## src/rtl/threshold.sv

```systemverilog
// Binary activation stage: maps a signed sum to 0/ACTV and, when training,
// returns the error gated by whether the latched sum lies inside the window.
module threshold #(
  parameter int              ARGW = 16,
  parameter int              RESW = 16,
  parameter int              ERRW = 16,
  parameter logic [RESW-1:0] ACTV = 16'h00ff,
  parameter logic [ARGW-1:0] WIN  = 16'h0100
) (
  input  logic            clk,
  input  logic            rst,
  input  logic            en,
  input  logic            arg_valid,
  input  logic [ARGW-1:0] arg_data,
  output logic            arg_ready,
  output logic            res_valid,
  output logic [RESW-1:0] res_data,
  input  logic            res_ready,
  input  logic            err_valid,
  input  logic [ERRW-1:0] err_data,
  output logic            err_ready,
  output logic            fbk_valid,
  output logic [ERRW-1:0] fbk_data,
  input  logic            fbk_ready
);

  // Handshake: a word moves on the rising edge where valid && ready; a raised
  // valid holds its data until taken, and every ready/valid here is a pure
  // decode of the registered state, so no input reaches an output combinationally.

  localparam logic [1:0] S_ARG = 2'd0;
  localparam logic [1:0] S_RES = 2'd1;
  localparam logic [1:0] S_ERR = 2'd2;
  localparam logic [1:0] S_FBK = 2'd3;

  logic [1:0]      state;
  logic [ARGW-1:0] x;
  logic            trn;

  logic arg_fire;
  logic res_fire;
  logic err_fire;
  logic fbk_fire;

  assign arg_ready = (state == S_ARG);
  assign res_valid = (state == S_RES);
  assign err_ready = (state == S_ERR);
  assign fbk_valid = (state == S_FBK);

  assign arg_fire = arg_valid && arg_ready;
  assign res_fire = res_valid && res_ready;
  assign err_fire = err_valid && err_ready;
  assign fbk_fire = fbk_valid && fbk_ready;

  // Magnitude is taken one bit wider so the most negative sum stays large.
  logic [ARGW:0] x_ext;
  logic [ARGW:0] x_abs;
  logic          in_win;

  assign x_ext  = {x[ARGW-1], x};
  assign x_abs  = x_ext[ARGW] ? ((~x_ext) + {{ARGW{1'b0}}, 1'b1}) : x_ext;
  assign in_win = (x_abs < {1'b0, WIN});

  always_ff @(posedge clk) begin
    if (rst) begin
      state    <= S_ARG;
      x        <= '0;
      trn      <= 1'b0;
      res_data <= '0;
      fbk_data <= '0;
    end else begin
      case (state)
        S_ARG: begin
          if (arg_fire) begin
            x        <= arg_data;
            trn      <= en;
            res_data <= arg_data[ARGW-1] ? '0 : ACTV;
            state    <= S_RES;
          end
        end
        S_RES: begin
          if (res_fire) begin
            state <= trn ? S_ERR : S_ARG;
          end
        end
        S_ERR: begin
          if (err_fire) begin
            fbk_data <= in_win ? err_data : '0;
            state    <= S_FBK;
          end
        end
        S_FBK: begin
          if (fbk_fire) begin
            state <= S_ARG;
          end
        end
        default: state <= S_ARG;
      endcase
    end
  end

endmodule
```

## config.mk

```make
export PLATFORM = sky130hd
export DESIGN_NAME = threshold
export DESIGN_NICKNAME = d
export VERILOG_FILES = /design/src/rtl/threshold.sv
export SDC_FILE = /design/constraint.sdc
export NUM_CORES = 1
export LEC_CHECK = 0
export ABC_AREA = 1
export ABC_CLOCK_PERIOD_IN_PS = 1420
export BUFFER_PORTS_ARGS = -buffer_cell sky130_fd_sc_hd__buf_2
export CAP_MARGIN = 15
export CORE_ASPECT_RATIO = 1.4
export CORE_MARGIN = 2
export CORE_UTILIZATION = 40
export DETAILED_ROUTE_END_ITERATION = 6
export GPL_ROUTABILITY_DRIVEN = 0
export PLACE_DENSITY = 0.8
export SYNTH_ARGS = -nofsm -noshare
export SYNTH_HDL_FRONTEND = slang
export SYNTH_SLANG_ARGS = --single-unit
export TNS_END_PERCENT = 30
```

## constraint.sdc

```tcl
create_clock -name clk -period 1.42 [get_ports clk]
set_input_delay 0.071 -clock clk [delete_from_list [all_inputs] [get_ports clk]]
set_output_delay 0.071 -clock clk [all_outputs]
set_load 0.03 [all_outputs]
```

==> results of run 1 <==
## metal layers
metal / part of all wire (%) / global-route usage [%] / vias to the layer above
li1: - / - / 780
met1: 41 / 18.0 / 639
met2: 48 / 26.6 / 49
met3: 9.2 / 6.59 / 7
met4: 1.9 / 6.98 / 0
met5: 0 / 0 / -
## flip-flops by register name, summed over array words and instances, names as in the netlist, named ones only
register,flops
fbk_data,16
res_data,1
state,1
trn,1
x,16
## metrics by stage
stage / area (um2) / util (%)
3_3_place_gp: 1870 / 50.3
4_1_cts: 1970 / 53.0
5_1_grt: 1970 / 53.0
3_5_place_dp: 1870 / 50.3
6_report: 1970 / 53.0
2_1_floorplan: 1590 / -
## synthesized netlist by cell type (all sizes together)
master / n / area (um2)
buf: 21 / 143
conb: 1 / 3.75
inv: 21 / 78.8
clkinv: 1 / 3.75
o21ai: 35 / 175
nor2: 28 / 108
nand4: 2 / 12.5
a21oi: 27 / 135
clkbuf: 4 / 16.3
dfxtp: 36 / 721
nor3: 1 / 16.3
nand2: 38 / 148
nand3b: 1 / 7.51
## kinds of logic after synthesis
group                  Yosys count  synth area share, %
other                            1                0.239
AOI/OAI and AO/OA               62                 19.8
and+or+nand+nor                 70                 18.6
buffers and inverters           47                 15.4
DFF                             36                 46.0
## final timing paths
kind	start	end	slack, ns	cells after the start
max reg2reg	state[0]	x[15]	0.18	5
min	err_data[13]	fbk_data[13]	0.03	3
min reg2reg	x[5]	x[5]	0.45	2
max	state[0]	res_valid	0.16	3
## area by class of cell
cell class	instances	area share [%]
Sequential cell	36	36.7
Multi-Input combinational cell	140	32.1
Timing Repair Buffer	70	19.7
Clock buffer	8	4.58
Inverter	22	4.20
Tap cell	42	2.67
## power by group
| group | internal (uW) | total (uW) | switching, uW |
|---|---|---|---|
| Sequential | 1080 | 1130 | 47.9 |
| Clock | 395 | 735 | 340 |
| Combinational | 156 | 458 | 302 |
| Total | 1630 | 2320 | 690 |
## critical path, delay by kind of cell, from the launching register on
| kind | cells | cell delay, ns |
|---|---|---|
| flip-flops | 1 | 0.51 |
| buffers and inverters | 2 | 0.27 |
| AND/OR/NAND/NOR | 1 | 0.11 |
==> results.json, run 1 <==
{
  "status": "completed",
  "die_x_um": 56.9,
  "synth_warnings": 0,
  "clock_latency_ns": 0.28,
  "total_leakage_power_uw": 0.00100,
  "dp_cells": 309,
  "fin_skew_ns": 0.000969,
  "layout-drive-gt1-share_pct": 29.0,
  "worst-path-max-fanout": 9,
  "timing.critical_path.arrival_ns": 1.19,
  "power.density_mw_per_mm2": 1180,
  "pre_cts_ws_ns": 0.160,
  "ys_seq_elements": 36,
  "numCtsBuffers": 5,
  "max_cap_violations": 0,
  "rsz0062_at_grt": "no",
  "num_vias": 1475,
  "cts_resized": 0,
  "irDropWorstVdd_v": 0.000916,
  "drt_first_pass_iters": 4,
  "fillerInstances": 387,
  "whs_ns": 0.0251,
  "drt-initial-drc-count": 13,
  "grt_pass1_vias": 1368,
  "numPortBuffers": 66,
  "grt_first_pass_wirelength_um": 5630,
  "clock_sinks": 36,
  "netlist_area_mm2": 0.00157,
  "fin_crit_ns": 1.26,
  "io_pins": 75,
  "clk_pin_slew_worst_paths_ns": 0.07,
  "period_share_pct": 88.6,
  "seq_area_frac_synth_pct": 46.0,
  "initial_core_util_pct": 42.3,
  "antenna_found_initial": 0,
  "htree_levels": 2,
  "multi_input_area_um2": 632,
  "track_usage_pct": 16.1,
  "start_kind": "flip-flop",
  "synth_cell_type_count": 19,
  "finalHoldViolCount": 0,
  "layout_common_cells": "buf_2 (66), nand2_1 (36), dfxtp_1 (36)",
  "cts_tree": "done",
  "clk_path_buf_depth": 2,
  "avgRoutedWirePerCell_um": 10.4,
  "avgSynthCellArea_um2": 7.26,
  "required_ns": 1.35,
  "ant_nets": 0,
  "endpoint_kind": "output pin",
  "total_power_uw": 2320,
  "critical_path_class": "reg2out",
  "grt_overflow": 0,
  "cts_hold_buf": 1,
  "coreArea_mm2": 0.00371,
  "clock.fmax_mhz": 795,
  "cp_slowest_stage_delay_ns": 0.51,
  "dieHeight_um": 78.1,
  "drv_slew": 0,
  "final_common_cell": "buf_2",
  "instances_no_fill": 318,
  "die-area_mm2": 0.00444,
  "hpwl_um": 2450,
  "area_growth_pct": 25.4,
  "finalWirelength_um": 3310,
  "layout.nets": 314,
  "cp_cell_sequence": "nand2_1 > inv_1 > buf_2",
  "final.setup.tns_ns": 0,
  "vias_per_cell": 4.64,
  "drt_drc_violations_left": 0,
  "postCtsSetupBuffers": 0,
  "synthCells": 216,
  "ff_latch_area_um2": 721,
  "rows": 26,
  "cpMaxStageDelayCell": "dfxtp_1",
  "clockRootBuffer": "clkbuf_8",
  "min_path_type": "in2reg",
  "grt_max_degree": 33,
  "num_antenna_cells": 0,
  "fin_ws_ns": 0.162,
  "finalSetupViolCount": 0
}
No activity file was read; power rests on OpenSTA's default activity.
==> inputs of run 2 (changes only) <==
--- a/config.mk
+++ b/config.mk
@@ -11,10 +11,10 @@
 export CAP_MARGIN = 15
 export CORE_ASPECT_RATIO = 1.4
 export CORE_MARGIN = 2
-export CORE_UTILIZATION = 40
+export CORE_UTILIZATION = 45
 export DETAILED_ROUTE_END_ITERATION = 6
 export GPL_ROUTABILITY_DRIVEN = 0
-export PLACE_DENSITY = 0.8
+export PLACE_DENSITY = 0.87
 export SYNTH_ARGS = -nofsm -noshare
 export SYNTH_HDL_FRONTEND = slang
 export SYNTH_SLANG_ARGS = --single-unit
==> results.json, run 2 (synthesis gave the netlist of run 1 again) <==
{
  "clock_latency_ns": 0.29,
  "numCtsBuffers": 5,
  "initial_core_util_pct": 46.8,
  "final_common_cell": "buf_2",
  "cpMaxStageDelayCell": "dfxtp_1",
  "io_pins": 75,
  "grt_first_pass_wirelength_um": 5550,
  "final.setup.tns_ns": 0,
  "rr_worst_depth": 6,
  "cp_slowest_stage_delay_ns": 0.40,
  "drt_first_pass_iters": 4,
  "grt_pass1_vias": 1359,
  "area_growth_pct": 26.1,
  "critPathTopFamily": "simple AND/OR/NAND/NOR gates",
  "fin_area_mm2": 0.00198,
  "rsz0062_at_grt": "no",
  "htree_levels": 2,
  "ant_nets": 0,
  "fin_crit_ns": 1.27,
  "power.density_mw_per_mm2": 1200,
  "num_antenna_cells": 0,
  "cp.depth": 6,
  "fin_skew_ns": 0.00364,
  "avgRoutedWirePerCell_um": 10.5,
  "antenna_found_initial": 0,
  "path_buf_inv": 2,
  "whs_ns": 0.0201,
  "cts_tree": "done",
  "endpoint_kind": "flip-flop",
  "final_util_pct": 59.1,
  "die_x_um": 53.9,
  "top_regs": "fbk_data x16, x x16",
  "dieHeight_um": 73.8,
  "max_cap_violations": 0,
  "track_usage_pct": 19.1,
  "worst-path-max-fanout": 26,
  "finalWirelength_um": 3330,
  "vias_per_cell": 4.67,
  "clock_sinks": 36,
  "start_kind": "flip-flop",
  "finalSetupViolCount": 0,
  "status": "completed",
  "drt_drc_violations_left": 0,
  "die-area_mm2": 0.00398,
  "grt_max_degree": 33,
  "clk_path_buf_depth": 2,
  "drt-initial-drc-count": 18,
  "hpwl_um": 2530,
  "clockRootBuffer": "clkbuf_8",
  "period_share_pct": 89.3,
  "coreArea_mm2": 0.00335,
  "total_leakage_power_uw": 0.00101,
  "layout_common_cells": "buf_2 (66), nand2_1 (36), dfxtp_1 (36)",
  "layout-drive-gt1-share_pct": 29.7,
  "timing.critical_path.arrival_ns": 1.49,
  "cp_cell_sequence": "nor2_2 > nand2_2 > buf_4 > nor2_1 > inv_1 > a21oi_1",
  "irDropWorstVdd_v": 0.000885,
  "clock.fmax_mhz": 789,
  "layout.nets": 315,
  "num_vias": 1476,
  "clk_pin_slew_worst_paths_ns": 0.07,
  "min_path_type": "in2reg",
  "numPortBuffers": 66,
  "min_delay_path_depth": 3,
  "dpl_cell_area_mm2": 0.00187,
  "required_ns": 1.64,
  "rows": 25,
  "critical_path_class": "reg2reg",
  "grt_overflow": 0,
  "finalHoldViolCount": 0,
  "drv_slew": 0,
  "postCtsSetupBuffers": 0
}
run 2: cell types whose count changed in the layout (fill, tap and decap cells not counted):
cell / change
o21ai_1: +1
clkbuf_8: +1
buf_4: +1
clkbuf_1: -2
o21ai_0: -1
run 2: timing repair:
action                                 4_1_cts  5_1_grt
setup endpoints to repair                    0        1
endpoints found under the hold margin        2        0
gates resized for setup                      0        1
hold buffers                                 1        0
run 2: layer usage:
layer  routed length, um  global-route usage [%]  up-vias
met4                  83                    10.3        0
met5                   0                       0        -
met2                1670                    31.8       49
met1                1320                    20.6      631
met3                 250                    6.50       10
li1                    -                       -      786
run 2: layout make-up:
type,instances,area [um2]
clock buffer,7,96.3
fill,291,1370
inverter,22,82.6
multi-input combinational,140,632
sequential,36,721
tap,40,50.0
timing repair buffer,71,395
run 2: final timing paths:
kind,startpoint,endpoint,slack [ns]
hold / removal,err_data[4],fbk_data[4],0.02
setup / recovery,state[0],res_data[6],0.15
hold reg to reg,x[5],x[5],0.45
setup reg to reg,state[0],res_data[6],0.15
run 2: stage by stage:
stage / worst slack [ns] / cells / total power, uW
2_1_floorplan: 0.00446 / 223 / 1510
3_3_place_gp: 0.221 / 308 / 1600
3_5_place_dp: 0.176 / 308 / 1610
4_1_cts: 0.155 / 316 / 2390
5_1_grt: 0.00167 / 316 / 2500
6_report: 0.152 / 316 / 2360
run 2: power breakdown:
group	leakage (uW)	switching, uW	internal (uW)
Combinational	0.000669	305	158
Clock	0.0000503	341	432
Sequential	0.000295	48.1	1080
Total	0.00101	694	1670
run 2: worst min-delay path, delay by kind of cell:
kind | cells | cell delay, ns
compound gates | 1 | 0.05
buf+inv | 1 | 0.10
simple gates | 1 | 0.05
==> inputs of run 3 (changes only) <==
--- a/config.mk
+++ b/config.mk
@@ -6,7 +6,7 @@
 export NUM_CORES = 1
 export LEC_CHECK = 0
 export ABC_AREA = 1
-export ABC_CLOCK_PERIOD_IN_PS = 1420
+export ABC_CLOCK_PERIOD_IN_PS = 1200
 export BUFFER_PORTS_ARGS = -buffer_cell sky130_fd_sc_hd__buf_2
 export CAP_MARGIN = 15
 export CORE_ASPECT_RATIO = 1.4
==> constraint.sdc (replaced) <==
create_clock -name clk -period 1.2 [get_ports clk]
set_input_delay 0.06 -clock clk [delete_from_list [all_inputs] [get_ports clk]]
set_output_delay 0.06 -clock clk [all_outputs]
set_load 0.03 [all_outputs]
==> results.json, run 3 (synthesis gave the netlist of run 1 again) <==
{
  "required_ns": 1.42,
  "vias_per_cell": 4.89,
  "r2r_end": "fbk_data[7]",
  "drt_drc_violations_left": 0,
  "layout_common_cells": "buf_2 (65), nand2_1 (31), dfxtp_1 (26)",
  "finalSetupViolCount": 0,
  "fin_skew_ns": 0.00609,
  "hpwl_um": 2400,
  "antenna_found_initial": 0,
  "numPortBuffers": 66,
  "irDropWorstVdd_v": 0.00127,
  "netSwitchingPower_uw": 927,
  "critical_path_class": "reg2reg",
  "finalHoldViolCount": 0,
  "initial_core_util_pct": 46.8,
  "status": "completed",
  "r2r_slack_ns": 0.02,
  "fin_crit_ns": 1.18,
  "period_share_pct": 98.4,
  "final_common_cell": "buf_2",
  "ff_latch_area_um2": 736,
  "netSwitchingFraction_pct": 30.2,
  "clock_sinks": 36,
  "area_growth_pct": 35.5,
  "fillerInstances": 304,
  "max_cap_violations": 0,
  "hp-start": "arg_data[10]",
  "num_antenna_cells": 0,
  "r2r_start": "state[0]",
  "dieHeight_um": 73.8,
  "numCtsBuffers": 5,
  "layout.nets": 319,
  "total_leakage_power_uw": 0.00105,
  "clkPwrFrac_pct": 34.8,
  "clock.fmax_mhz": 847,
  "min_path_type": "in2reg",
  "layout-drive-gt1-share_pct": 40.2,
  "final_util_pct": 63.5,
  "min_delay_path_depth": 3,
  "ant_nets": 0,
  "num_vias": 1569,
  "drt_first_pass_iters": 4,
  "power.density_mw_per_mm2": 1450,
  "clk_pin_slew_worst_paths_ns": 0.08,
  "avgRoutedWirePerCell_um": 11.9,
  "multi_input_area_um2": 701,
  "clockRootBuffer": "clkbuf_8",
  "clock_latency_ns": 0.29,
  "coreArea_mm2": 0.00335,
  "whs_ns": 0.00337,
  "die_x_um": 53.9,
  "htree_levels": 2,
  "start_kind": "flip-flop",
  "drt-initial-drc-count": 11,
  "io_pins": 75,
  "power_frac_comb_pct": 21.5,
  "grt_overflow": 0,
  "drv_slew": 0,
  "grt_max_degree": 35,
  "grt_pass1_vias": 1464,
  "finalWirelength_um": 3810,
  "worst-path-max-fanout": 16,
  "top_regs": "fbk_data x16, x x16",
  "seqPwrFrac_pct": 43.6,
  "rows": 25,
  "hold_end": "x[10]",
  "track_usage_pct": 20.6,
  "grt_first_pass_wirelength_um": 6010,
  "die-area_mm2": 0.00398,
  "rr_worst_depth": 5,
  "timing.critical_path.arrival_ns": 1.40,
  "clk_path_buf_depth": 2,
  "cts_tree": "done",
  "rsz0062_at_grt": "yes",
  "endpoint_kind": "flip-flop",
  "internal_power_uw": 2140
}
[run 3: layout make-up]
cell class	instances	area share, %
well taps	40	2.36
clock buffers	5	3.24
clock inverters	3	2.00
inverters	22	4.06
repair buffers	74	20.7
flip-flops and latches	36	34.6
multi-input cells	141	33.0
[run 3: worst max path at each step]
stage	from	end	slack [ns]	cells past startpoint
global placement	state[0]	fbk_data[5]	0.02	5
CTS	flip-flop	fbk_data[4]	0.01	5
detailed placement	state[0]	fbk_data[4]	-0.03	5
global route	x[9]	fbk_data[15]	-0.06	8
finish	state[0]	fbk_data[7]	0.02	5
floorplan	state[0]	trn	-0.04	6
[run 3: stage by stage]
step	cell area (um2)	setup TNS, ns	setup slack, ns	power (uW)	std cells
final	2120	0	0.0193	3070	321
after global routing	2120	-0.541	-0.0614	3200	321
after CTS	2070	0	0.0119	3030	320
after detailed placement	1890	-0.126	-0.0304	1950	308
after global placement	1890	0	0.0175	1930	308
after floorplan	1620	-0.150	-0.0412	1820	223
[run 3: critical path, cell delays in order (launching register included)]
cell and delay [ns]:
dfxtp_4 0.37, buf_6 0.13, nor3_4 0.24, buf_12 0.17
o21ai_1 0.07, a21oi_1 0.13
[run 3: power by group through the flow]
stage	sequential, uW	combinational [uW]	clock, uW
3_3_place_gp	1350	574	0
5_1_grt	1350	735	1110
2_1_floorplan	1370	449	0
4_1_cts	1330	615	1080
6_report	1340	661	1070
3_5_place_dp	1360	585	0
[run 3: metal layers]
layer / part of all wire, % / GRT usage, % / vias up
met5: 0 / 0 / -
met4: 1.3 / 7.69 / 0
met3: 7.2 / 7.11 / 5
met2: 52 / 36.7 / 55
met1: 39 / 21.4 / 717
li1: - / - / 792
[run 3: repair_timing]
| item | in CTS | in global routing |
|---|---|---|
| setup endpoints to repair | 19 | 23 |
| buffers inserted | 2 | 1 |
| resized for setup | 7 | 25 |
| cloned | 1 | 1 |
| endpoints found under the hold margin | 2 | 0 |
| hold buffers | 1 | 0 |
| pin swaps | 1 | 6 |
